File: src/rtl/fetch_unit.sv
// Fetch unit: architectural PC plus instruction-fetch sequencer.
// Issues word reads to imem and presents one instruction to decode.
module fetch_unit #(
    parameter logic [31:0] PC_RESET = 32'h0000_3000
) (
    input  logic        clk,
    input  logic        reset,
    input  logic        redirect,
    input  logic [31:0] redirect_pc,
    input  logic        stall,
    output logic        imem_req,
    output logic [31:0] imem_addr,
    input  logic [31:0] imem_rdata,
    input  logic        imem_ack,
    output logic        valid,
    output logic [31:0] instr,
    output logic [31:0] instr_pc,
    output logic        exc_adel
);

    typedef enum logic [1:0] {
        IDLE = 2'd0,
        WAIT = 2'd1,
        DROP = 2'd2
    } state_t;

    state_t      r_state;
    logic [31:0] r_pc;
    logic [31:0] r_req_addr;
    logic        r_valid;
    logic [31:0] r_instr;
    logic [31:0] r_instr_pc;
    logic        r_exc;

    state_t      w_state_n;
    logic [31:0] w_pc_n;
    logic [31:0] w_req_addr_n;
    logic        w_valid_n;
    logic [31:0] w_instr_n;
    logic [31:0] w_instr_pc_n;
    logic        w_exc_n;
    logic        w_accept;
    logic        w_can_issue;
    logic        w_misaligned;

    assign w_accept     = r_valid & ~stall;
    assign w_can_issue  = ~r_valid | w_accept;
    assign w_misaligned = (r_pc[1:0] != 2'b00);

    assign valid    = r_valid;
    assign instr    = r_instr;
    assign instr_pc = r_instr_pc;
    assign exc_adel = r_exc;

    // Next-state, slot update and memory request generation
    always_comb begin
        w_state_n    = r_state;
        w_pc_n       = r_pc;
        w_req_addr_n = r_req_addr;
        w_valid_n    = r_valid & ~w_accept;
        w_instr_n    = r_instr;
        w_instr_pc_n = r_instr_pc;
        w_exc_n      = r_exc;
        imem_req     = 1'b0;
        imem_addr    = r_req_addr;
        unique case (r_state)
            IDLE: begin
                imem_addr = r_pc;
                imem_req  = w_can_issue & ~redirect & ~w_misaligned;
                if (redirect) begin
                    w_pc_n    = redirect_pc;
                    w_valid_n = 1'b0;
                end else if (w_can_issue && w_misaligned) begin
                    // Address error: deliver a marked empty slot, hold pc
                    w_valid_n    = 1'b1;
                    w_instr_n    = 32'h0;
                    w_instr_pc_n = r_pc;
                    w_exc_n      = 1'b1;
                end else if (w_can_issue) begin
                    w_req_addr_n = r_pc;
                    if (imem_ack) begin
                        w_valid_n    = 1'b1;
                        w_instr_n    = imem_rdata;
                        w_instr_pc_n = r_pc;
                        w_exc_n      = 1'b0;
                        w_pc_n       = r_pc + 32'd4;
                    end else begin
                        w_state_n = WAIT;
                    end
                end
            end
            WAIT: begin
                imem_req = 1'b1;
                if (imem_ack && !redirect) begin
                    w_valid_n    = 1'b1;
                    w_instr_n    = imem_rdata;
                    w_instr_pc_n = r_req_addr;
                    w_exc_n      = 1'b0;
                    w_pc_n       = r_pc + 32'd4;
                    w_state_n    = IDLE;
                end else if (imem_ack) begin
                    w_pc_n    = redirect_pc;
                    w_state_n = IDLE;
                end else if (redirect) begin
                    w_pc_n    = redirect_pc;
                    w_state_n = DROP;
                end
            end
            DROP: begin
                // Outstanding request must complete; its data is stale
                imem_req = 1'b1;
                if (redirect) begin
                    w_pc_n = redirect_pc;
                end
                if (imem_ack) begin
                    w_state_n = IDLE;
                end
            end
            default: begin
                w_state_n = IDLE;
            end
        endcase
    end

    // State, PC and output slot registers
    always_ff @(posedge clk or posedge reset) begin
        if (reset) begin
            r_state    <= IDLE;
            r_pc       <= PC_RESET;
            r_req_addr <= PC_RESET;
            r_valid    <= 1'b0;
            r_instr    <= 32'h0;
            r_instr_pc <= PC_RESET;
            r_exc      <= 1'b0;
        end else begin
            r_state    <= w_state_n;
            r_pc       <= w_pc_n;
            r_req_addr <= w_req_addr_n;
            r_valid    <= w_valid_n;
            r_instr    <= w_instr_n;
            r_instr_pc <= w_instr_pc_n;
            r_exc      <= w_exc_n;
        end
    end

endmodule

File: config.mk
export PLATFORM = sky130hd
export DESIGN_NAME = fetch_unit
export DESIGN_NICKNAME = d
export VERILOG_FILES = /design/src/rtl/fetch_unit.sv
export SDC_FILE = /design/constraint.sdc
export NUM_CORES = 1
export LEC_CHECK = 0
export ABC_AREA = 1
export ABC_CLOCK_PERIOD_IN_PS = 4900
export BUFFER_PORTS_ARGS = -buffer_cell sky130_fd_sc_hd__buf_2
export CAP_MARGIN = 15
export CELL_PAD_IN_SITES_DETAIL_PLACEMENT = 0
export CELL_PAD_IN_SITES_GLOBAL_PLACEMENT = 1
export CORE_UTILIZATION = 35
export CTS_CLUSTER_DIAMETER = 150
export DETAILED_ROUTE_END_ITERATION = 8
export GPL_TIMING_DRIVEN = 0
export PLACE_DENSITY = 0.75
export SYNTH_ARGS = -nofsm -noshare
export SYNTH_HDL_FRONTEND = slang
export SYNTH_SLANG_ARGS = --single-unit
File: constraint.sdc
create_clock -name clk -period 4.9 [get_ports clk]
set_clock_uncertainty 0.2 [all_clocks]
set_input_delay 0.98 -clock clk [delete_from_list [all_inputs] [get_ports clk]]
set_output_delay 0.98 -clock clk [all_outputs]
set_load 0.03 [all_outputs]
== Word level (Yosys, flattened, before mapping) ==
Index checks and enable logic that the tools add are counted.
Word-level totals
  flip-flop bits (word level): 132
  latch bits: 0
  bits in writable memories: 0
  memory bits (read-only): 0
  bits of input ports: 69
  output and inout bits: 99
  logic and storage cells: 88
  memories kept: 0
Operators by class
  $add $sub $neg: 1
  multiply operators: 0
  divide/modulo/power cells: 0
  magnitude comparators: 0
  eq/ne operators: 14
  shift-type cells: 0
  muxes and demuxes: 43
  bitwise gates (word level): 11
  reductions and logical operators: 12
Operators with widths (count)
  $mux W32: 18
  $pmux W32 S2: 2
  $pmux W32 S3: 1
  $add A32 B3 Y32 const B: 1
  $mux W2: 8
  $ne A3 B3 Y1 const B: 5
  $ne A2 B2 Y1 const B: 6
  $mux W1: 10
  $reduce_and A4 Y1: 2
  $not A1 Y1: 6
  $pmux W1 S2: 3
  $pmux W2 S3: 1
  $reduce_and A6 Y1: 1
  $reduce_and A5 Y1: 1
  $and A1 B1 Y1: 4
  $ne A4 B4 Y1 const B: 1
  $reduce_bool A2 Y1: 2
  $reduce_bool A3 Y1: 1
  $eq A2 B1 Y1 const B: 1
  $eq A2 B2 Y1 const B: 1
  $logic_and A1 B1 Y1: 2
  $logic_not A2 Y1: 1
  $reduce_or A2 Y1: 1
  $logic_not A1 Y1: 1
  $or A1 B1 Y1: 1

== Depth between registers and ports, before layout ==
Gate-level depths: netlist of run 1.
  word-level depth: 9
  mapped depth: 13
  depth with buffers taken out: 12

== Worst setup path before layout of run 1 ==
OpenSTA, ideal clock, no wires.
  path type: input-to-output
  start: input stall
  end: output imem_req
  arrival: 2.023 ns
  required time: 3.720 ns
  path slack: 1.697 ns
  cell stages on the path: 6
  path buffers: 1
  cell sequence: nand2_1 nand2_1 inv_1 nand2_1 clkbuf_1 a21oi_1
Between the ends
  longest elaborated chain between the ends: 6
RTL lines
  from (decl): line 10  | input logic stall,
  $not A1 Y1: line 46  | assign w_accept = r_valid & ~stall;
  $and A1 B1 Y1: line 46
  $or A1 B1 Y1: line 47  | assign w_can_issue = ~r_valid | w_accept;
  $and A1 B1 Y1 (2 in series): line 69  | imem_req = w_can_issue & ~redirect & ~w_misaligned;
  $pmux W1 S2: line 66  | unique case (r_state)
  to (decl): line 11  | output logic imem_req,
Every way passes these cells.

== Final worst setup path of run 1 ==
  start: register r_state[0]
  end: output imem_addr[12]
Between the ends
  longest elaborated chain between the ends: 2
RTL lines
  from (decl): line 27  | state_t r_state;
  from (signal assigned): line 136  | r_state <= w_state_n;
  $logic_not A2 Y1: line 66
  $mux W32: line 66
  to (decl): line 12  | output logic [31:0] imem_addr,
Every way passes these cells.

==> results.sh, run 1 <==
export IMPL_synthToLayoutAreaGrowth_pct=23.4
export IMPL_num_vias=8004
export IMPL_synth_seq_cells=132
export IMPL_synthArstFlopShare=1.00
export IMPL_start_util=0.355
export IMPL_start_kind="register"
export IMPL_power_density_nw_per_um2=884
export IMPL_worstPathCellList="inv_1, ha_1, buf_4, inv_2, buf_4, clkbuf_1, nand2_1, o21ai_0, buf_2"
export IMPL_firstDrtPassIters=5
export IMPL_rr_startpoint="r_state[0]$_DFFE_PP0P_"
export IMPL_worstSetupEndpoint="imem_addr[12]"
export IMPL_synth_edf_count=0
export IMPL_r2r_cells=9
export IMPL_worstPathMaxFanout=10
export IMPL_fill_cells=2295
export IMPL_postCtsHoldBufs=0
export IMPL_hpwl_mm=21.1
export IMPL_worstSetupPathType="reg -> out"
export IMPL_drive_above_1_share=0.209
export IMPL_cts_tree="yes"
export IMPL_finalMaxSlewViolations=0
export IMPL_whs_path_depth=2
export IMPL_slowest_delay_ns=0.49
export IMPL_worst_path_stages=9
export IMPL_worst_path_buf_inv=6
export IMPL_worst_pin_slew_ns=0.777
export IMPL_final_hold_violation_count=0
export IMPL_critPathLaunch="r_state[0]$_DFFE_PP0P_"
export IMPL_drc=0
export IMPL_synthTopCellsByArea="dfrtp_1, nand2_1, o21ai_0, nand3_1, nor2_1"
export IMPL_avgSynthCellArea_um2=7.10
export IMPL_io_pins=168
export IMPL_grt_max_degree=83
export IMPL_synthCells=1089
export IMPL_synth_area_um2=7730
export IMPL_multi_input_area_um2=3820
export IMPL_synth_cell_types=43
export IMPL_wl_mm=27.8
export IMPL_diodes=0
export IMPL_fin_crit_ns=3.75
export IMPL_die_x_um=151
export IMPL_yosysTopAreaCell="dfrtp_1"
export IMPL_total_power_mw=8.43
export IMPL_routedWlPerCell_um=17.7
export IMPL_reg2reg_slack_ns=2.29
export IMPL_holdCritPathClass="reg -> reg"
export IMPL_maxCapViolCount=0
export IMPL_cts_resized=0
export IMPL_port_buffers=167
export IMPL_rsz0062_at_grt="no"
export IMPL_crit_slowest_cell="clkbuf_1"
export IMPL_core_area_um2=21800
export IMPL_grt_use_total=0.248
export IMPL_clock_sinks=132
export IMPL_fmax_ghz=0.267
export IMPL_synth_net_count=1163
export IMPL_nNetsFinal=1350
export IMPL_grt_pass1_wl_mm=42.1
export IMPL_crit_path_frequent_cell="buf_4"
export IMPL_die_y_um=151
export IMPL_ant_nets=0
export IMPL_cp_top_family="buffers and inverters"
export IMPL_cts_root_buf="clkbuf_16"
export IMPL_ys_flop_type="dfrtp_1"
export IMPL_p_leak_nw=4.64
export IMPL_clk_path_buf_depth=2
export IMPL_yosysWarnings=0
export IMPL_drt_iter0_drc=566
export IMPL_cts_setup_buffers=0
export IMPL_peakVddDrop_mv=0.268
export IMPL_grt_pass1_vias=7456
export IMPL_setup_slack_ns=1.15
export IMPL_dieArea_um2=22700
export IMPL_num_rows=54
export IMPL_yosysSeqAreaShare=0.428
export IMPL_antenna_found_initial=0
export IMPL_dp_slack_ns=1.32
export IMPL_netlist_area_leader_share=0.408
export IMPL_h_tree_depth=4
export IMPL_yosysMostFrequentCell="nand2_1"
export IMPL_post_route_period_util=0.766
export IMPL_routed_via_density=5.10
export IMPL_regArea_um2=3310
export IMPL_cts_buffers=17
export IMPL_synth_top_cells_by_count="nand2_1, o21ai_0, dfrtp_1, nor2_1, nand3_1"
export IMPL_worstSkewPairLatency_ns=0.43
export IMPL_gp_congestion=0.897
export IMPL_end_kind="output port"
export IMPL_required_ns=3.72
export IMPL_crit_arrival_ns=2.57
export IMPL_r2r_end="r_pc[4]$_DFFE_PP0P_"
export IMPL_outcome="complete, no violations"
export IMPL_slew_limit_headroom=0.482
export IMPL_path_clk_slew_ns=0.06
export IMPL_fin_setup_tns_ns=0
export IMPL_grt_ovfl_total=0
export IMPL_finalSetupViolCount=0
export IMPL_fin_util=0.439
registers in the layout, summed over array words and instances (netlist names):
name and count:
exc_adel 1, instr 32, valid 1, r_req_addr 32, r_pc 32, r_state 2
instr_pc 32
tightest hold or removal path, cell delays in order (launching register included):
cell     delay (ns)
dfrtp_1        0.33
o21ai_0        0.07
nand2_1        0.06
metal layers:
| metal | vias to the layer above | wire length, µm | track usage |
|---|---|---|---|
| met3 | 38 | 1680 | 0.0388 |
| met4 | 0 | 533 | 0.0890 |
| li1 | 3947 | - | - |
| met1 | 3751 | 13000 | 0.335 |
| met2 | 268 | 12700 | 0.399 |
| met5 | - | 0 | 0 |
how the worst min path moves through the flow:
| stage | to | slack [ns] | from |
|---|---|---|---|
| 3_3_place_gp | instr[15]$_DFFE_PP0P_ | 0.28 | instr[15]$_DFFE_PP0P_ |
| 2_1_floorplan | r_req_addr[10]$_DFFE_PP0P_ | 0.27 | r_req_addr[10]$_DFFE_PP0P_ |
| 4_1_cts | r_req_addr[12]$_DFFE_PP1P_ | 0.30 | r_req_addr[12]$_DFFE_PP1P_ |
| 6_report | instr[14]$_DFFE_PP0P_ | 0.30 | instr[14]$_DFFE_PP0P_ |
| 3_5_place_dp | instr[1]$_DFFE_PP0P_ | 0.29 | instr[1]$_DFFE_PP0P_ |
| 5_1_grt | instr[14]$_DFFE_PP0P_ | 0.32 | instr[14]$_DFFE_PP0P_ |
cells by family after synthesis:
family,count (synthesis),synth area share
DFF,132,0.428
AOI/OAI and AO/OA,222,0.169
xor gates and xnor gates,9,0.0102
and+or+nand+nor,576,0.306
buffers and inverters,145,0.0777
adders and majority gates,5,0.00809
cell type report:
type                            count  share of cell area
Inverter                           81              0.0324
Clock buffer                       18              0.0450
Buffer                             64              0.0311
Timing Repair Buffer              168              0.0905
Sequential cell                   132               0.347
Clock inverter                     14              0.0172
Tap cell                          280              0.0367
Multi-Input combinational cell    812               0.400
through the flow:
| stage | cells | cell area, µm² | hold WS [ns] |
|---|---|---|---|
| after floorplan | 1089 | 7730 | 0.274 |
| after global placement | 1536 | 8910 | 0.282 |
| after detailed placement | 1537 | 8950 | 0.288 |
| after CTS | 1569 | 9540 | 0.303 |
| after global routing | 1569 | 9540 | 0.318 |
| final | 1569 | 9540 | 0.298 |
layout by cell type (no fill, tap or decap), types with 3 or more instances in the layout:
cell type,instances
o22ai_1,8
a31oi_1,24
o21ai_0,134
inv_1,74
or2_2,6
nand2_1,378
dfstp_2,6
nor3_1,4
a31oi_2,10
ha_1,5
inv_2,5
buf_2,184
inv_6,8
o21ai_1,6
clkinvlp_4,3
a21oi_1,21
nand4_1,9
dfrtp_1,126
nor2_2,8
clkbuf_2,4
nor2_1,82
xor2_1,9
o221ai_1,6
nor2_4,3
buf_6,3
clkbuf_1,38
nand2_2,3
nand3_1,79
clkbuf_16,17
report_power, final:
group	internal (mW)	switching (mW)	total, mW
logic	1.41	3.61	5.02
registers	1.64	0.447	2.09
clock network	0.765	0.556	1.32
Power figures use the tool's default switching activity.
==> inputs of run 2 (changes only) <==
--- a/config.mk
+++ b/config.mk
@@ -6,16 +6,16 @@
 export NUM_CORES = 1
 export LEC_CHECK = 0
 export ABC_AREA = 1
-export ABC_CLOCK_PERIOD_IN_PS = 4900
+export ABC_CLOCK_PERIOD_IN_PS = 3830
 export BUFFER_PORTS_ARGS = -buffer_cell sky130_fd_sc_hd__buf_2
 export CAP_MARGIN = 15
 export CELL_PAD_IN_SITES_DETAIL_PLACEMENT = 0
 export CELL_PAD_IN_SITES_GLOBAL_PLACEMENT = 1
-export CORE_UTILIZATION = 35
+export CORE_UTILIZATION = 39
 export CTS_CLUSTER_DIAMETER = 150
 export DETAILED_ROUTE_END_ITERATION = 8
 export GPL_TIMING_DRIVEN = 0
-export PLACE_DENSITY = 0.75
+export PLACE_DENSITY = 0.79
 export SYNTH_ARGS = -nofsm -noshare
 export SYNTH_HDL_FRONTEND = slang
 export SYNTH_SLANG_ARGS = --single-unit
==> constraint.sdc (replaced) <==
create_clock -name clk -period 3.83 [get_ports clk]
set_clock_uncertainty 0.2 [all_clocks]
set_input_delay 0.766 -clock clk [delete_from_list [all_inputs] [get_ports clk]]
set_output_delay 0.766 -clock clk [all_outputs]
set_load 0.03 [all_outputs]
==> results.sh, run 2 (synthesized netlist as in run 1, its figures left out) <==
export IMPL_hpwl_mm=20.9
export IMPL_worst_path_buf_inv=5
export IMPL_firstDrtPassIters=5
export IMPL_antenna_found_initial=0
export IMPL_grt_pass1_vias=7437
export IMPL_crit_slowest_cell="dfrtp_1"
export IMPL_finalMaxSlewViolations=0
export IMPL_ant_nets=0
export IMPL_routedWlPerCell_um=17.4
export IMPL_dieArea_um2=20400
export IMPL_rsz0062_at_grt="no"
export IMPL_drt_iter0_drc=602
export IMPL_wl_mm=27.1
export IMPL_worstSkewPairLatency_ns=0.42
export IMPL_cts_root_buf="clkbuf_16"
export IMPL_fin_cells=1557
export IMPL_grt_max_degree=38
export IMPL_postPlaceCellArea_um2=8990
export IMPL_mostFrequentLayoutCells="nand2_1, buf_2, o21ai_0"
export IMPL_io_pins=168
export IMPL_path_clk_slew_ns=0.06
export IMPL_finalSetupViolCount=0
export IMPL_worstPathMaxFanout=10
export IMPL_dp_cells=1525
export IMPL_fmax_ghz=0.293
export IMPL_port_buffers=167
export IMPL_cts_resized=0
export IMPL_holdCritPathClass="in -> async"
export IMPL_cts_buffers=17
export IMPL_h_tree_depth=4
export IMPL_worst_pin_slew_ns=0.755
export IMPL_power_switching_mw=5.82
export IMPL_maxCapViolCount=0
export IMPL_drc=0
export IMPL_grt_pass1_wl_mm=42.2
export IMPL_fin_util=0.492
export IMPL_cts_tree="yes"
export IMPL_clock_sinks=132
export IMPL_outcome="complete, no violations"
export IMPL_slew_limit_headroom=0.496
export IMPL_routed_via_density=5.16
export IMPL_start_kind="register"
export IMPL_seq_power_share=0.250
export IMPL_slowest_delay_ns=0.41
export IMPL_synthToLayoutAreaGrowth_pct=23.8
export IMPL_fin_crit_ns=3.41
export IMPL_peakVddDrop_mv=0.364
export IMPL_cts_setup_buffers=0
export IMPL_end_kind="output port"
export IMPL_core_area_um2=19500
export IMPL_postCtsHoldBufs=0
export IMPL_worstSetupPathType="reg -> out"
export IMPL_worstPathCellList="inv_1, ha_1, buf_4, inv_2, nor2_1, nand2_1, clkbuf_1, a21oi_1, buf_2"
export IMPL_diodes=0
export IMPL_stdcell_area_um2=9570
export IMPL_crit_arrival_ns=2.45
export IMPL_p_leak_nw=4.67
export IMPL_cp_top_family="buffers and inverters"
export IMPL_p_comb_frac=0.598
export IMPL_final_hold_violation_count=0
export IMPL_power_density_nw_per_um2=1120
export IMPL_die_x_um=143
export IMPL_num_rows=51
export IMPL_post_route_period_util=0.892
export IMPL_fin_setup_tns_ns=0
export IMPL_swShare=0.544
export IMPL_die_y_um=143
export IMPL_final_common_cell="nand2_1"
export IMPL_intPower_mw=4.88
export IMPL_clk_path_buf_depth=2
export IMPL_nNetsFinal=1353
export IMPL_grt_use_total=0.273
export IMPL_num_vias=8037
export IMPL_grt_ovfl_total=0
export IMPL_start_util=0.397
export IMPL_power_frac_clock=0.152
export IMPL_drive_above_1_share=0.211
export IMPL_gp_congestion=0.884
export IMPL_required_ns=2.86
[run 2: power by group through the flow]
stage | combinational [mW] | clock [mW] | sequential, mW
floorplan | 3.83 | 0 | 3.17
detailed placement | 6.37 | 0 | 2.69
CTS | 6.39 | 1.67 | 2.66
finish | 6.40 | 1.62 | 2.68
global route | 7.06 | 1.72 | 2.76
global placement | 6.34 | 0 | 2.67
[run 2: worst paths after layout]
kind                       slack, ns              startpoint                    endpoint  cells after the start
setup / recovery                0.42  r_state[0]$_DFFE_PP0P_                    imem_req                      9
hold / removal                  0.16                   reset     instr_pc[4]$_DFFE_PP0P_                      2
setup reg to reg                1.22  r_state[0]$_DFFE_PP0P_         r_pc[4]$_DFFE_PP0P_                      9
hold reg to reg                 0.30   instr[16]$_DFFE_PP0P_       instr[16]$_DFFE_PP0P_                      2
max in group asynchronous       2.47                   reset  r_req_addr[12]$_DFFE_PP1P_                      4
min in group clk                0.30   instr[16]$_DFFE_PP0P_       instr[16]$_DFFE_PP0P_                      2
[run 2: per-stage QoR]
step           hold WS [ns]  total power [mW]  worst slack [ns]
6_report              0.156              10.7             0.415
2_1_floorplan         0.274              7.00              1.05
4_1_cts               0.156              10.7             0.378
5_1_grt               0.168              11.5             0.213
3_5_place_dp          0.292              9.06             0.690
3_3_place_gp          0.283              9.01             0.179
[run 2: metal layers]
metal  track usage  wire, µm  vias to the layer above
met5             0         0                        -
met4        0.0775       449                        0
met3        0.0416      1580                       32
met2         0.444     12400                      279
met1         0.377     12600                     3770
li1              -         -                     3956
[run 2: worst register-to-register path, stage by stage (launching register included)]
cell      delay (ns)
dfrtp_1         0.40
inv_1           0.08
ha_1            0.28
buf_2           0.18
inv_2           0.16
o21a_1          0.15
nand2_2         0.11
inv_2           0.16
clkbuf_1        0.60
o21ai_1         0.16
[run 2: area by class of cell]
cell class | count | area (µm²)
buffer | 64 | 297
clock buffer | 18 | 429
clock inverter | 14 | 153
fill | 2003 | 9890
inverter | 81 | 308
multi-input combinational | 812 | 3820
sequential | 132 | 3310
tap | 265 | 332
timing repair buffer | 171 | 923
